[config.mk]
export PLATFORM = sky130hd
export DESIGN_NAME = uart_frame_sender
export DESIGN_NICKNAME = d
export VERILOG_FILES = /design/src/rtl/uart_frame_pkg.sv /design/src/rtl/uart_frame_sender.sv
export SDC_FILE = /design/constraint.sdc
export NUM_CORES = 1
export LEC_CHECK = 0
export ABC_CLOCK_PERIOD_IN_PS = 2700
export BUFFER_PORTS_ARGS = -buffer_cell sky130_fd_sc_hd__buf_2
export CORE_MARGIN = 1.5
export CORE_UTILIZATION = 53
export CTS_BUF_LIST = sky130_fd_sc_hd__clkbuf_8 sky130_fd_sc_hd__clkbuf_16
export DETAILED_ROUTE_END_ITERATION = 16
export GPL_TIMING_DRIVEN = 0
export PLACE_DENSITY = 0.81
export SLEW_MARGIN = 15
export SYNTH_ARGS = -nofsm -noshare
export SYNTH_HDL_FRONTEND = slang
export SYNTH_SLANG_ARGS = --single-unit
[constraint.sdc]
create_clock -name clk -period 2.7 [get_ports clk]
set_input_delay 0.135 -clock clk [delete_from_list [all_inputs] [get_ports clk]]
set_output_delay 0.135 -clock clk [all_outputs]
set_load 0.02 [all_outputs]
[src/rtl/uart_frame_pkg.sv]
// Shared encodings for the UART frame sender: FSM states,
// frame phases and default sync header bytes.
package uart_frame_pkg;

    typedef enum logic [2:0] {
        S_IDLE   = 3'd0,
        S_FETCH  = 3'd1,
        S_LATCH  = 3'd2,
        S_ISSUE  = 3'd3,
        S_ACCEPT = 3'd4,
        S_DRAIN  = 3'd5,
        S_DONE   = 3'd6
    } state_t;

    typedef enum logic [1:0] {
        PH_HDR0    = 2'd0,
        PH_HDR1    = 2'd1,
        PH_PAYLOAD = 2'd2,
        PH_CKSUM   = 2'd3
    } phase_t;

    localparam logic [7:0] SYNC0_DEF = 8'hAA;
    localparam logic [7:0] SYNC1_DEF = 8'h55;

endpackage

[src/rtl/uart_frame_sender.sv]
// Streams sync header, frame payload and optional checksum to uart_tx.
// Define UART_FRAME_CHECKSUM_EN to append the mod-256 payload checksum.
module uart_frame_sender
    import uart_frame_pkg::*;
#(
    parameter int unsigned FRAME_BYTES = 19200,
    parameter int unsigned ADDR_W      = 15,
    parameter logic [7:0]  SYNC0       = SYNC0_DEF,
    parameter logic [7:0]  SYNC1       = SYNC1_DEF
) (
    input  logic              clk,
    input  logic              rst_n,
    input  logic              start,
    input  logic              abort,
    output logic              mem_rd_en,
    output logic [ADDR_W-1:0] mem_addr,
    input  logic [7:0]        mem_rd_data,
    output logic [7:0]        tx_data,
    output logic              tx_valid,
    input  logic              tx_busy,
    output logic              frame_busy,
    output logic              frame_done
);

    localparam logic [ADDR_W-1:0] LAST_IDX = ADDR_W'(FRAME_BYTES - 1);

    state_t            state;
    state_t            state_nxt;
    phase_t            phase;
    logic [ADDR_W-1:0] index;
    logic              abort_pend;
    logic              last_byte;

`ifdef UART_FRAME_CHECKSUM_EN
    logic [7:0] cksum;
    assign last_byte = (phase == PH_CKSUM);
`else
    assign last_byte = (phase == PH_PAYLOAD) && (index == LAST_IDX);
`endif

    always_ff @(posedge clk or negedge rst_n) begin
        if (!rst_n) begin
            state <= S_IDLE;
        end else begin
            state <= state_nxt;
        end
    end

    always_comb begin
        state_nxt = state;
        unique case (state)
            S_IDLE: begin
                if (start && !abort) state_nxt = S_FETCH;
            end
            S_FETCH: begin
                state_nxt = abort ? S_IDLE : S_LATCH;
            end
            S_LATCH: begin
                state_nxt = abort ? S_IDLE : S_ISSUE;
            end
            S_ISSUE: begin
                state_nxt = S_ACCEPT;
            end
            S_ACCEPT: begin
                state_nxt = S_DRAIN;
            end
            S_DRAIN: begin
                if (!tx_busy) begin
                    if (abort || abort_pend) state_nxt = S_IDLE;
                    else if (last_byte)      state_nxt = S_DONE;
                    else                     state_nxt = S_FETCH;
                end
            end
            S_DONE: begin
                state_nxt = S_IDLE;
            end
            default: begin
                state_nxt = S_IDLE;
            end
        endcase
    end

    assign tx_valid   = (state == S_ISSUE);
    assign mem_rd_en  = (state == S_FETCH) && (phase == PH_PAYLOAD);
    assign mem_addr   = index;
    assign frame_busy = (state != S_IDLE);
    assign frame_done = (state == S_DONE);

    always_ff @(posedge clk or negedge rst_n) begin
        if (!rst_n) begin
            phase      <= PH_HDR0;
            index      <= '0;
            tx_data    <= 8'h00;
            abort_pend <= 1'b0;
`ifdef UART_FRAME_CHECKSUM_EN
            cksum      <= 8'h00;
`endif
        end else begin
            unique case (state)
                S_IDLE: begin
                    abort_pend <= 1'b0;
                    if (start && !abort) begin
                        phase <= PH_HDR0;
                        index <= '0;
`ifdef UART_FRAME_CHECKSUM_EN
                        cksum <= 8'h00;
`endif
                    end
                end
                S_LATCH: begin
                    if (!abort) begin
                        unique case (phase)
                            PH_HDR0: tx_data <= SYNC0;
                            PH_HDR1: tx_data <= SYNC1;
                            PH_PAYLOAD: begin
                                tx_data <= mem_rd_data;
`ifdef UART_FRAME_CHECKSUM_EN
                                cksum   <= cksum + mem_rd_data;
`endif
                            end
                            PH_CKSUM: begin
`ifdef UART_FRAME_CHECKSUM_EN
                                tx_data <= cksum;
`endif
                            end
                            default: ;
                        endcase
                    end
                end
                S_ISSUE, S_ACCEPT: begin
                    if (abort) abort_pend <= 1'b1;
                end
                S_DRAIN: begin
                    if (abort) abort_pend <= 1'b1;
                    // Index stays at the last address so mem_addr never leaves range
                    if (!tx_busy) begin
                        unique case (phase)
                            PH_HDR0: phase <= PH_HDR1;
                            PH_HDR1: phase <= PH_PAYLOAD;
                            PH_PAYLOAD: begin
                                if (index != LAST_IDX) begin
                                    index <= index + 1'b1;
                                end else begin
`ifdef UART_FRAME_CHECKSUM_EN
                                    phase <= PH_CKSUM;
`endif
                                end
                            end
                            PH_CKSUM: ;
                            default: ;
                        endcase
                    end
                end
                default: ;
            endcase
        end
    end

endmodule
==> out/results.txt, run 1 <==
clock transition at the registers of the reported paths -> 60 ps
Cell Rows -> 20
initial core utilization -> 0.5487
FF-to-FF Start -> state[2]
RSZ-0062 raised after global routing -> false
TritonCTS sink count -> 29
vias in the first global route -> 1,438
area taken by multi-input logic gates -> 865.8 um^2
core area -> 3003 um^2
# resized after CTS -> 0
Net Count, Synth -> 206
root buf cell -> clkbuf_8
outcome -> finished clean
WP data required -> 2850 ps
Hold Crit Class -> primary input to register
initial drt markers -> 65
port bufs -> 39
max-cap check violation count -> 0
top cells by area, synth -> dfrtp_1 44%, nand2_1 7.3%, a21oi_1 4.3%
sequential power share -> 0.362
Synth Area in XOR/XNOR -> 0.04252
register bit total from synthesis -> 29
combinational family with the most area after synthesis -> simple AND/OR/NAND/NOR gates
remaining global-route overflow -> 0
ys flop type -> dfrtp_1
first-pass GRT wire length -> 6279 um
Post-Synth Simple-Gate Area -> 0.2855
register-to-register setup slack -> 630 ps
# diodes -> 0
antenna violations before repair -> 0
Worst Setup SP -> state[2]
hold wc startpoint -> tx_busy
Gate power share -> 0.428
Final Critical Period -> 2068 ps
setup_tns -> 0 ps
Post-synth EDFFs -> 0
Fin. Hold Viols -> 0
hold_ws -> 139.0 ps
Synth area leader -> dfrtp_1
R2R depth -> 6
P_sw -> 0.6947 mW
clock share of power -> 0.210
final worst-path cycle share -> 0.7658
die height -> 58.76 um
Post-Syn Area -> 1648 um^2
critical path arrival -> 2210 ps
largest net degree at the start of global routing -> 30
total CTS buffers -> 5
WHS Endpoint -> state[0]
Yosys cell types -> 39
worst slew pin tran -> 631.9 ps
Final Max Tran Viols -> 0
post-synthesis compound-gate area fraction -> 0.1595
Hold Path Cell Cnt -> 3
LEAKAGE -> 0.9578 nW
Post-synth ARST share -> 1.000
crit path launch type -> register
Ys Warns -> 0
Routed Antenna Nets -> 0
power per cell area -> 845.4 nW/um^2
design area -> 1981 um^2
Peak Freq -> 0.4836 GHz
nets -> 253
post-synthesis mux area share -> 0
Layout area overhead -> 20.20%
H-tree Lvls -> 2
worst clock skew -> 2.386 ps
post-synth top area share -> 0.4404
Finished Layout Cells -> 268
Synth top cells by count -> 32 x nand2_1, 29 x dfrtp_1, 15 x nor2_1
final WL -> 3641 um
Cells after Synth -> 188
vias per cell -> 5.728
Clock Path Buffers -> 2
dpl cells -> 260
Skew-Pair Late Insertion Delay -> 280 ps
via count -> 1,535
final setup fails -> 0
HPWL after DPL -> 2637 um
Reg area -> 725.7 um^2
Internal Pwr Total -> 0.9796 mW
crit end category -> register
fill count -> 256
worst-path fanout max -> 10
Post-route DRC -> 0
Seq/Total Area, Yosys -> 0.4404
dpl cell area -> 1884 um^2
die area -> 3453 um^2
global-route usage over all layers -> 0.2379
Max rail drop VDD -> 0.4960 mV
top-count cell post-synth -> nand2_1
switching part of the total power -> 0.4149
wire length per cell -> 13.59 um
worst rel slew slack -> 0.5741
fin util -> 0.6596
layout cells sized above 1 -> 0.2255
post-synthesis adder-cell area fraction -> 0.03797
gpl congestion -> 0.7874
Avg Inst Size Synth -> 8.765 um^2
CTS tree -> yes
RR Endpoint -> mem_addr[11]
die width -> 58.76 um
I/O pins -> 40
Setup CP Type -> register to register
Pre-antenna DRT Iters -> 4
-- layer usage --
metal | vias to the layer above | routed length (um) | global-route usage
met5 | - | 0 | 0
met4 | 0 | 58 | 0.08117
met3 | 6 | 164 | 0.06154
met2 | 42 | 1749 | 0.3921
met1 | 723 | 1669 | 0.3029
li1 | 764 | - | -
-- what timing repair did --
action                    CTS  global route
hold endpoints to repair   29             0
hold buffers                1             0
buffers inserted            0             0
-- logic make-up (layout without fill, tap and decap cells) --
group,after synthesis,in the layout
simple gates,92,92
compound gates,41,41
flops,29,29
buf+inv,13,60
xor+xnor,8,8
fa+ha+maj,5,5
-- power by group through the flow --
stage | Sequential, mW | Clock, mW | Combinational (mW)
6_report | 0.607 | 0.352 | 0.716
5_1_grt | 0.621 | 0.382 | 0.813
4_1_cts | 0.606 | 0.363 | 0.726
3_5_place_dp | 0.613 | 0 | 0.721
3_3_place_gp | 0.610 | 0 | 0.707
2_1_floorplan | 0.676 | 0 | 0.450
-- layout by cell type (no fill, tap or decap), drive strengths merged --
master       Yosys  layout
nand2b           1       1
a21oi           15      15
nor2b            3       3
inv              6       7
nor4             3       3
or4              4       4
xnor2            7       7
dfrtp           29      29
nand4bb          1       1
and3b            1       1
ha               5       5
and2             1       1
o32ai            1       1
or3              4       4
dlygate4sd3      0       1
o31ai            5       5
or4b             1       1
nand2           32      32
o41a             1       1
nor4bb           1       1
a31oi            1       1
clkbuf           6      12
o21ai           14      14
and4             1       1
o41ai            1       1
and3             1       1
or2              2       2
nand3           10      10
nor3             4       4
or3b             1       1
nor2            15      15
nand3b           1       1
nand4            5       5
o211ai           1       1
a21o             1       1
xor2             1       1
buf              1      40
o21a             1       1
-- worst max-delay path, stage by stage, from the launching register on --
cell	delay (ps)
dfrtp_1	350
clkbuf_1	300
nor2b_1	370
o211ai_1	280
nor4_1	410
xnor2_1	160
nor2_1	60
-- layout make-up --
cell class                      instances  share of cell area
Multi-Input combinational cell        146              0.4371
Sequential cell                        29              0.3664
Timing Repair Buffer                   40              0.1036
Clock buffer                            6             0.04169
Tap cell                               33             0.02085
Buffer                                  7             0.01706
Inverter                                6             0.01137
Clock inverter                          1            0.001895
-- state kept, by name, indices dropped and copies added (netlist names) --
| name | flops |
|---|---|
| abort_pend | 1 |
| mem_addr | 15 |
| phase | 2 |
| state | 3 |
| tx_data | 8 |
-- worst max path at each step --
stage | end | slack [ps] | depth (start not counted)
final | mem_addr[11] | 630 | 6
after global routing | mem_addr[11] | 400 | 6
after CTS | mem_addr[13] | 620 | 6
after detailed placement | mem_addr[13] | 650 | 6
after global placement | mem_addr[13] | 670 | 6
after floorplan | mem_addr[14] | 770 | 5
-- metrics by stage --
| stage | power [mW] | setup slack (ps) |
|---|---|---|
| final | 1.674 | 632.2 |
| after global routing | 1.815 | 403.0 |
| after CTS | 1.695 | 622.2 |
| after detailed placement | 1.334 | 650.2 |
| after global placement | 1.317 | 667.1 |
| after floorplan | 1.125 | 769.7 |
(Power assumes the default switching activity.)
==> inputs of run 2 (changes only) <==
--- a/config.mk
+++ b/config.mk
@@ -5,14 +5,14 @@
 export SDC_FILE = /design/constraint.sdc
 export NUM_CORES = 1
 export LEC_CHECK = 0
-export ABC_CLOCK_PERIOD_IN_PS = 2700
+export ABC_CLOCK_PERIOD_IN_PS = 1700
 export BUFFER_PORTS_ARGS = -buffer_cell sky130_fd_sc_hd__buf_2
 export CORE_MARGIN = 1.5
-export CORE_UTILIZATION = 53
+export CORE_UTILIZATION = 48
 export CTS_BUF_LIST = sky130_fd_sc_hd__clkbuf_8 sky130_fd_sc_hd__clkbuf_16
 export DETAILED_ROUTE_END_ITERATION = 16
 export GPL_TIMING_DRIVEN = 0
-export PLACE_DENSITY = 0.81
+export PLACE_DENSITY = 0.78
 export SLEW_MARGIN = 15
 export SYNTH_ARGS = -nofsm -noshare
 export SYNTH_HDL_FRONTEND = slang
==> constraint.sdc (replaced) <==
create_clock -name clk -period 1.7 [get_ports clk]
set_input_delay 0.085 -clock clk [delete_from_list [all_inputs] [get_ports clk]]
set_output_delay 0.085 -clock clk [all_outputs]
set_load 0.02 [all_outputs]
==> run 2 against run 1 <==
Effect of this change: the flow now finishes with violations (negative setup slack); via count increased by 9.5%; clock power increased by 50%; die area increased by 9.9%; sequential power increased by 59%.
==> out/results.txt, run 2 (synthesis gave the netlist of run 1 again) <==
layout cells sized above 1 -> 0.4131 (+0.1876)
CTS tree -> yes
met1 usage -> 0.3025 (-0.0004681)
crit path launch type -> register
Pre-antenna DRT Iters -> 4 (unchanged)
vias in the first global route -> 1,403 (-2.4%)
RR Endpoint -> mem_addr[8]
die width -> 61.59 um (+4.8%)
R2R depth -> 6 (unchanged)
most frequent cells in the layout -> 40 x buf_2, 32 x nand2_1, 20 x dfrtp_1, 20 x buf_4
nets -> 276 (+9.1%)
die area -> 3793 um^2 (+9.9%)
core area -> 3311 um^2 (+10%)
met3 GRT Util -> 0.03782 (-0.02372)
number of flip-flops in the largest register -> 15 (unchanged)
via count -> 1,681 (+9.5%)
outcome -> finished with violations
worst-path fanout max -> 9 (-1)
Clock Path Buffers -> 2 (unchanged)
max-cap check violation count -> 0 (unchanged)
busiest grt layer -> met2
Final Critical Period -> 2006 ps (-61.40 ps)
setup slack at placement -> -329.2 ps (-979.4 ps)
P_sw -> 1.233 mW (+78%)
wire length per cell -> 13.73 um (+1.1%)
LEAKAGE -> 1.151 nW (+20%)
Max rail drop VDD -> 0.9160 mV (+85%)
worst clock skew -> 11.73 ps (+9.340 ps)
H-tree Lvls -> 2 (unchanged)
WP data required -> 1900 ps (-950 ps)
RSZ-0062 raised after global routing -> true
Gate power share -> 0.486 (+0.058)
Setup CP Type -> register to register
largest net degree at the start of global routing -> 30 (unchanged)
final worst-path cycle share -> 1.180 (+0.4144)
TritonCTS sink count -> 29 (unchanged)
Worst Setup SP -> state[0]
power per cell area -> 1225 nW/um^2 (+45%)
antenna violations before repair -> 0 (unchanged)
final WL -> 4189 um (+15%)
first-pass GRT wire length -> 6327 um (+0.76%)
switching part of the total power -> 0.4242 (+0.009234)
remaining global-route overflow -> 0 (unchanged)
gpl congestion -> 0.8252 (+4.8%)
Hold Path Cell Cnt -> 3 (unchanged)
crit end category -> register
met2 Use GR -> 0.3594 (-0.03266)
Final Max Tran Viols -> 0 (unchanged)
die height -> 61.59 um (+4.8%)
Skew-Pair Late Insertion Delay -> 280 ps (about the same)
critical path arrival -> 2200 ps (about the same)
global-route usage over all layers -> 0.2258 (-0.01206)
Post-route DRC -> 0 (unchanged)
Fin. Hold Viols -> 0 (unchanged)
# diodes -> 0 (unchanged)
Routed Antenna Nets -> 0 (unchanged)
sequential power share -> 0.332 (-0.030)
slack of the critical path -> -306.4 ps (-938.6 ps)
fill count -> 258 (+0.78%)
Internal Pwr Total -> 1.675 mW (+71%)
register-to-register setup slack -> -310 ps (-940 ps)
hold_ws -> 81.94 ps (-57.10 ps)
FF-to-FF Start -> state[0]
Layout area overhead -> 44.04%
end point of the critical path -> mem_addr[8]
Hold Crit Class -> primary input to register
root buf cell -> clkbuf_8
worst rel slew slack -> 0.5863 (+0.01217)
HPWL after DPL -> 2672 um (+1.3%)
Total Power -> 2.908 mW (+74%)
initial drt markers -> 64 (-1.5%)
port bufs -> 39 (unchanged)
worst slew pin tran -> 620.6 ps (-11.34 ps)
I/O pins -> 40 (unchanged)
commonest non-fill, non-tap cell in the layout -> buf_2
clock transition at the registers of the reported paths -> 70 ps (about the same)
initial core utilization -> 0.4977 (-0.05102)
failing checks -> negative setup slack
Peak Freq -> 0.4984 GHz (+3.1%)
vias per cell -> 5.511 (-3.8%)
final setup fails -> 18 (+18)
total CTS buffers -> 5 (unchanged)
clock share of power -> 0.182 (-0.028)
Cell Rows -> 21 (+5.0%)
run 2: worst min path at each step:
stage | start | to | slack, ps
2_1_floorplan | rst_n | abort_pend | -210
3_3_place_gp | rst_n | mem_addr[11] | 150
3_5_place_dp | rst_n | mem_addr[11] | 140
4_1_cts | tx_busy | state[0] | 90
5_1_grt | tx_busy | state[0] | 90
6_report | tx_busy | state[0] | 80
run 2: metrics by stage:
| step | utilization | instances | instance area, um^2 | setup TNS [ps] |
|---|---|---|---|---|
| after CTS | 0.6822 | 294 | 2258 | -1377 |
| final | 0.7169 | 305 | 2374 | -2704 |
| after detailed placement | 0.5960 | 273 | 1973 | -4336 |
| after floorplan | - | 188 | 1720 | -2040 |
| after global routing | 0.7169 | 305 | 2374 | -5233 |
| after global placement | 0.5960 | 273 | 1973 | -4141 |
run 2: power groups by stage:
| stage | clock (mW) | sequential, mW | combinational [mW] |
|---|---|---|---|
| 6_report | 0.528 | 0.966 | 1.41 |
| 3_5_place_dp | 0 | 0.975 | 1.17 |
| 3_3_place_gp | 0 | 0.971 | 1.15 |
| 5_1_grt | 0.587 | 0.985 | 1.58 |
| 4_1_cts | 0.536 | 0.962 | 1.35 |
| 2_1_floorplan | 0 | 1.08 | 0.743 |
run 2: final cells by class:
cell class              instances  area [um^2]  share of cell area
multi-input cells             146         1037              0.4370
inverters                       6        22.52            0.009489
repair buffers                 63        389.1              0.1639
plain buffers                   7        47.55             0.02003
well taps                      46        57.56             0.02425
flip-flops and latches         29        737.0              0.3105
clock buffers                   5        68.82             0.02899
clock inverters                 3        13.76            0.005799
run 2: what timing repair did:
action,in CTS,in global routing
setup endpoints to repair,20,28
pin swaps,17,8
gates resized for setup,23,9
buffers inserted,12,12
endpoints found under the hold margin,29,0
hold buffers,1,0
cloned,0,0
run 2: metal layers:
| metal | routed length [um] | vias to the layer above |
|---|---|---|
| met2 | 2037 | 50 |
| met5 | 0 | - |
| met1 | 1874 | 814 |
| met3 | 198 | 8 |
| li1 | - | 809 |
| met4 | 79 | 0 |
run 2: worst max-delay path, stage by stage (launching register included):
cell and delay, ps:
dfrtp_1 400, or4b_4 510, a21oi_4 200, o21ai_4 90, buf_6 140, or4_1 420
a21oi_1 150
==> inputs of run 3 (changes only) <==
--- a/config.mk
+++ b/config.mk
@@ -11,7 +11,6 @@
 export CORE_UTILIZATION = 48
 export CTS_BUF_LIST = sky130_fd_sc_hd__clkbuf_8 sky130_fd_sc_hd__clkbuf_16
 export DETAILED_ROUTE_END_ITERATION = 16
-export GPL_TIMING_DRIVEN = 0
 export PLACE_DENSITY = 0.78
 export SLEW_MARGIN = 15
 export SYNTH_ARGS = -nofsm -noshare
==> run 3 against run 2 <==
Effect of this change: the flow still finishes with violations (negative setup slack); hold slack better by 3.9 ps; utilization up 8.2 points; highest routed layer unchanged; cell count rose by 7.5%; via count grew 6.1%; sequential cell count is the same; maximum frequency rose by 1.4%; non-clock buffer count increased by 23.
==> out/results.txt, run 3 (synthesis gave the netlist of run 1 again) <==
slowest stage cell, crit path -> or4b_4
final worst-path cycle share -> 1.164 (-0.01614)
antenna violations before repair -> 0 (unchanged)
Setup CP Type -> register to register
most frequent cells in the layout -> 45 x buf_4, 38 x buf_2, 31 x nand2_1
Cell Rows -> 21 (unchanged)
largest net degree at the start of global routing -> 30 (unchanged)
layout cells sized above 1 -> 0.5142 (+0.1011)
gpl congestion -> 0.8332 (+0.97%)
slack of the critical path -> -278.9 ps (+27.44 ps)
final setup fails -> 18 (unchanged)
Fin. Hold Viols -> 0 (unchanged)
max-cap check violation count -> 0 (unchanged)
Final Max Tran Viols -> 0 (unchanged)
I/O pins -> 40 (unchanged)
fill count -> 211 (-18%)
crit end category -> register
Reg area -> 735.7 um^2 (-0.17%)
worst clock skew -> 7.575 ps (-4.151 ps)
worst-path fanout max -> 5 (-4)
dpl cells -> 309 (+13%)
WP buf/inv -> 0 (-1)
LEAKAGE -> 1.275 nW (+11%)
remaining global-route overflow -> 0 (unchanged)
Hold Crit Class -> primary input to register
setup_tns -> -2736 ps (-31.91 ps)
die height -> 61.59 um (unchanged)
core area -> 3311 um^2 (unchanged)
commonest non-fill, non-tap cell in the layout -> buf_4
Layout area overhead -> 60.52%
global-route usage over all layers -> 0.2730 (+0.04721)
RSZ-0062 raised after global routing -> true
initial drt markers -> 94 (+47%)
via count -> 1,783 (+6.1%)
wire length per cell -> 14.77 um (+7.5%)
total CTS buffers -> 5 (unchanged)
crit-path max cell delay -> 560 ps (+50 ps)
worst slew pin tran -> 658.9 ps (+38.37 ps)
Max rail drop VDD -> 0.8371 mV (-8.6%)
CTS tree -> yes
Clock Path Buffers -> 2 (unchanged)
area taken by multi-input logic gates -> 1110 um^2 (+7.0%)
critical path arrival -> 2210 ps (about the same)
Final Critical Period -> 1979 ps (-27.44 ps)
worst rel slew slack -> 0.5607 (-0.02558)
crit path launch type -> register
HPWL after DPL -> 3145 um (+18%)
die width -> 61.59 um (unchanged)
WP data required -> 1930 ps (+30 ps)
Post-route DRC -> 0 (unchanged)
die area -> 3793 um^2 (unchanged)
failing checks -> negative setup slack
Finished Layout Cells -> 328 (+7.5%)
# diodes -> 0 (unchanged)
Routed Antenna Nets -> 0 (unchanged)
final WL -> 4844 um (+16%)
TritonCTS sink count -> 29 (unchanged)
number of flip-flops in the largest register -> 15 (unchanged)
clock transition at the registers of the reported paths -> 60 ps (about the same)
vias per cell -> 5.436 (-1.4%)
first-pass GRT wire length -> 7389 um (+17%)
nets -> 299 (+8.3%)
Pre-antenna DRT Iters -> 4 (unchanged)
port bufs -> 39 (unchanged)
H-tree Lvls -> 2 (unchanged)
worst path cell trace -> or4b_4 -> a21oi_4 -> o21ai_4 -> or4_4 -> a21oi_2
vias in the first global route -> 1,621 (+16%)
Skew-Pair Late Insertion Delay -> 290 ps (about the same)
initial core utilization -> 0.4977 (unchanged)
outcome -> finished with violations
power per cell area -> 1191 nW/um^2 (-2.8%)
Peak Freq -> 0.5053 GHz (+1.4%)
root buf cell -> clkbuf_8
crit-path leading delay family -> simple AND/OR/NAND/NOR gates
[run 3: timing repair]
item,in CTS,in global routing
hold endpoints to repair,29,0
setup endpoints to repair,17,21
pin swaps,10,16
setup buffers,6,5
hold buffers,1,0
gates resized for setup,22,27
[run 3: cell type report]
| type | instances | area share |
|---|---|---|
| multi-input cells | 146 | 0.4196 |
| flip-flops and latches | 29 | 0.2781 |
| repair buffers | 93 | 0.2417 |
| clock buffers | 5 | 0.02602 |
| well taps | 46 | 0.02176 |
| inverters | 6 | 0.008515 |
| clock inverters | 3 | 0.004257 |
[run 3: tightest hold or removal path, cell delays in order]
cell and delay (ps):
buf_2 70, a21oi_1 50, o21ai_0 130
[run 3: path summary, 6_finish.rpt]
| kind | startpoint | end | slack [ps] | cells past startpoint |
|---|---|---|---|---|
| worst max register to register | state[0] | mem_addr[14] | -280 | 5 |
| max in group asynchronous | rst_n | mem_addr[1] | 870 | 2 |
| min in group asynchronous | rst_n | mem_addr[12] | 350 | 2 |
| worst min-delay path | mem_rd_data[7] | tx_data[7] | 90 | 3 |
| worst min register to register | tx_data[2] | tx_data[2] | 460 | 2 |
| worst max-delay path | state[0] | mem_addr[14] | -280 | 5 |
[run 3: power by group]
| group | switching (mW) | leakage, nW | internal [mW] |
|---|---|---|---|
| clock | 0.260 | 0.0519 | 0.272 |
| combinational | 0.976 | 0.843 | 0.703 |
| sequential | 0.0916 | 0.380 | 0.849 |
[run 3: metal layers]
layer	wire [um]	vias up	share of wire	global-route usage
met4	127	0	0.026	0.1246
met5	0	-	0	0
li1	-	853	-	-
met3	221	13	0.046	0.07983
met2	2456	52	0.51	0.4421
met1	2038	865	0.42	0.3355
[run 3: through the flow]
step,hold WS [ps],utilization,worst slack [ps],cell area (um^2),power [mW]
CTS,85.12,0.7528,-214.7,2492,2.986
global route,104.4,0.7989,-336.4,2645,3.373
floorplan,-210.6,-,-191.1,1720,1.819
finish,85.80,0.7989,-278.9,2645,3.151
detailed placement,146.1,0.6833,-198.8,2262,2.340
global placement,142.0,0.6833,-158.8,2262,2.293
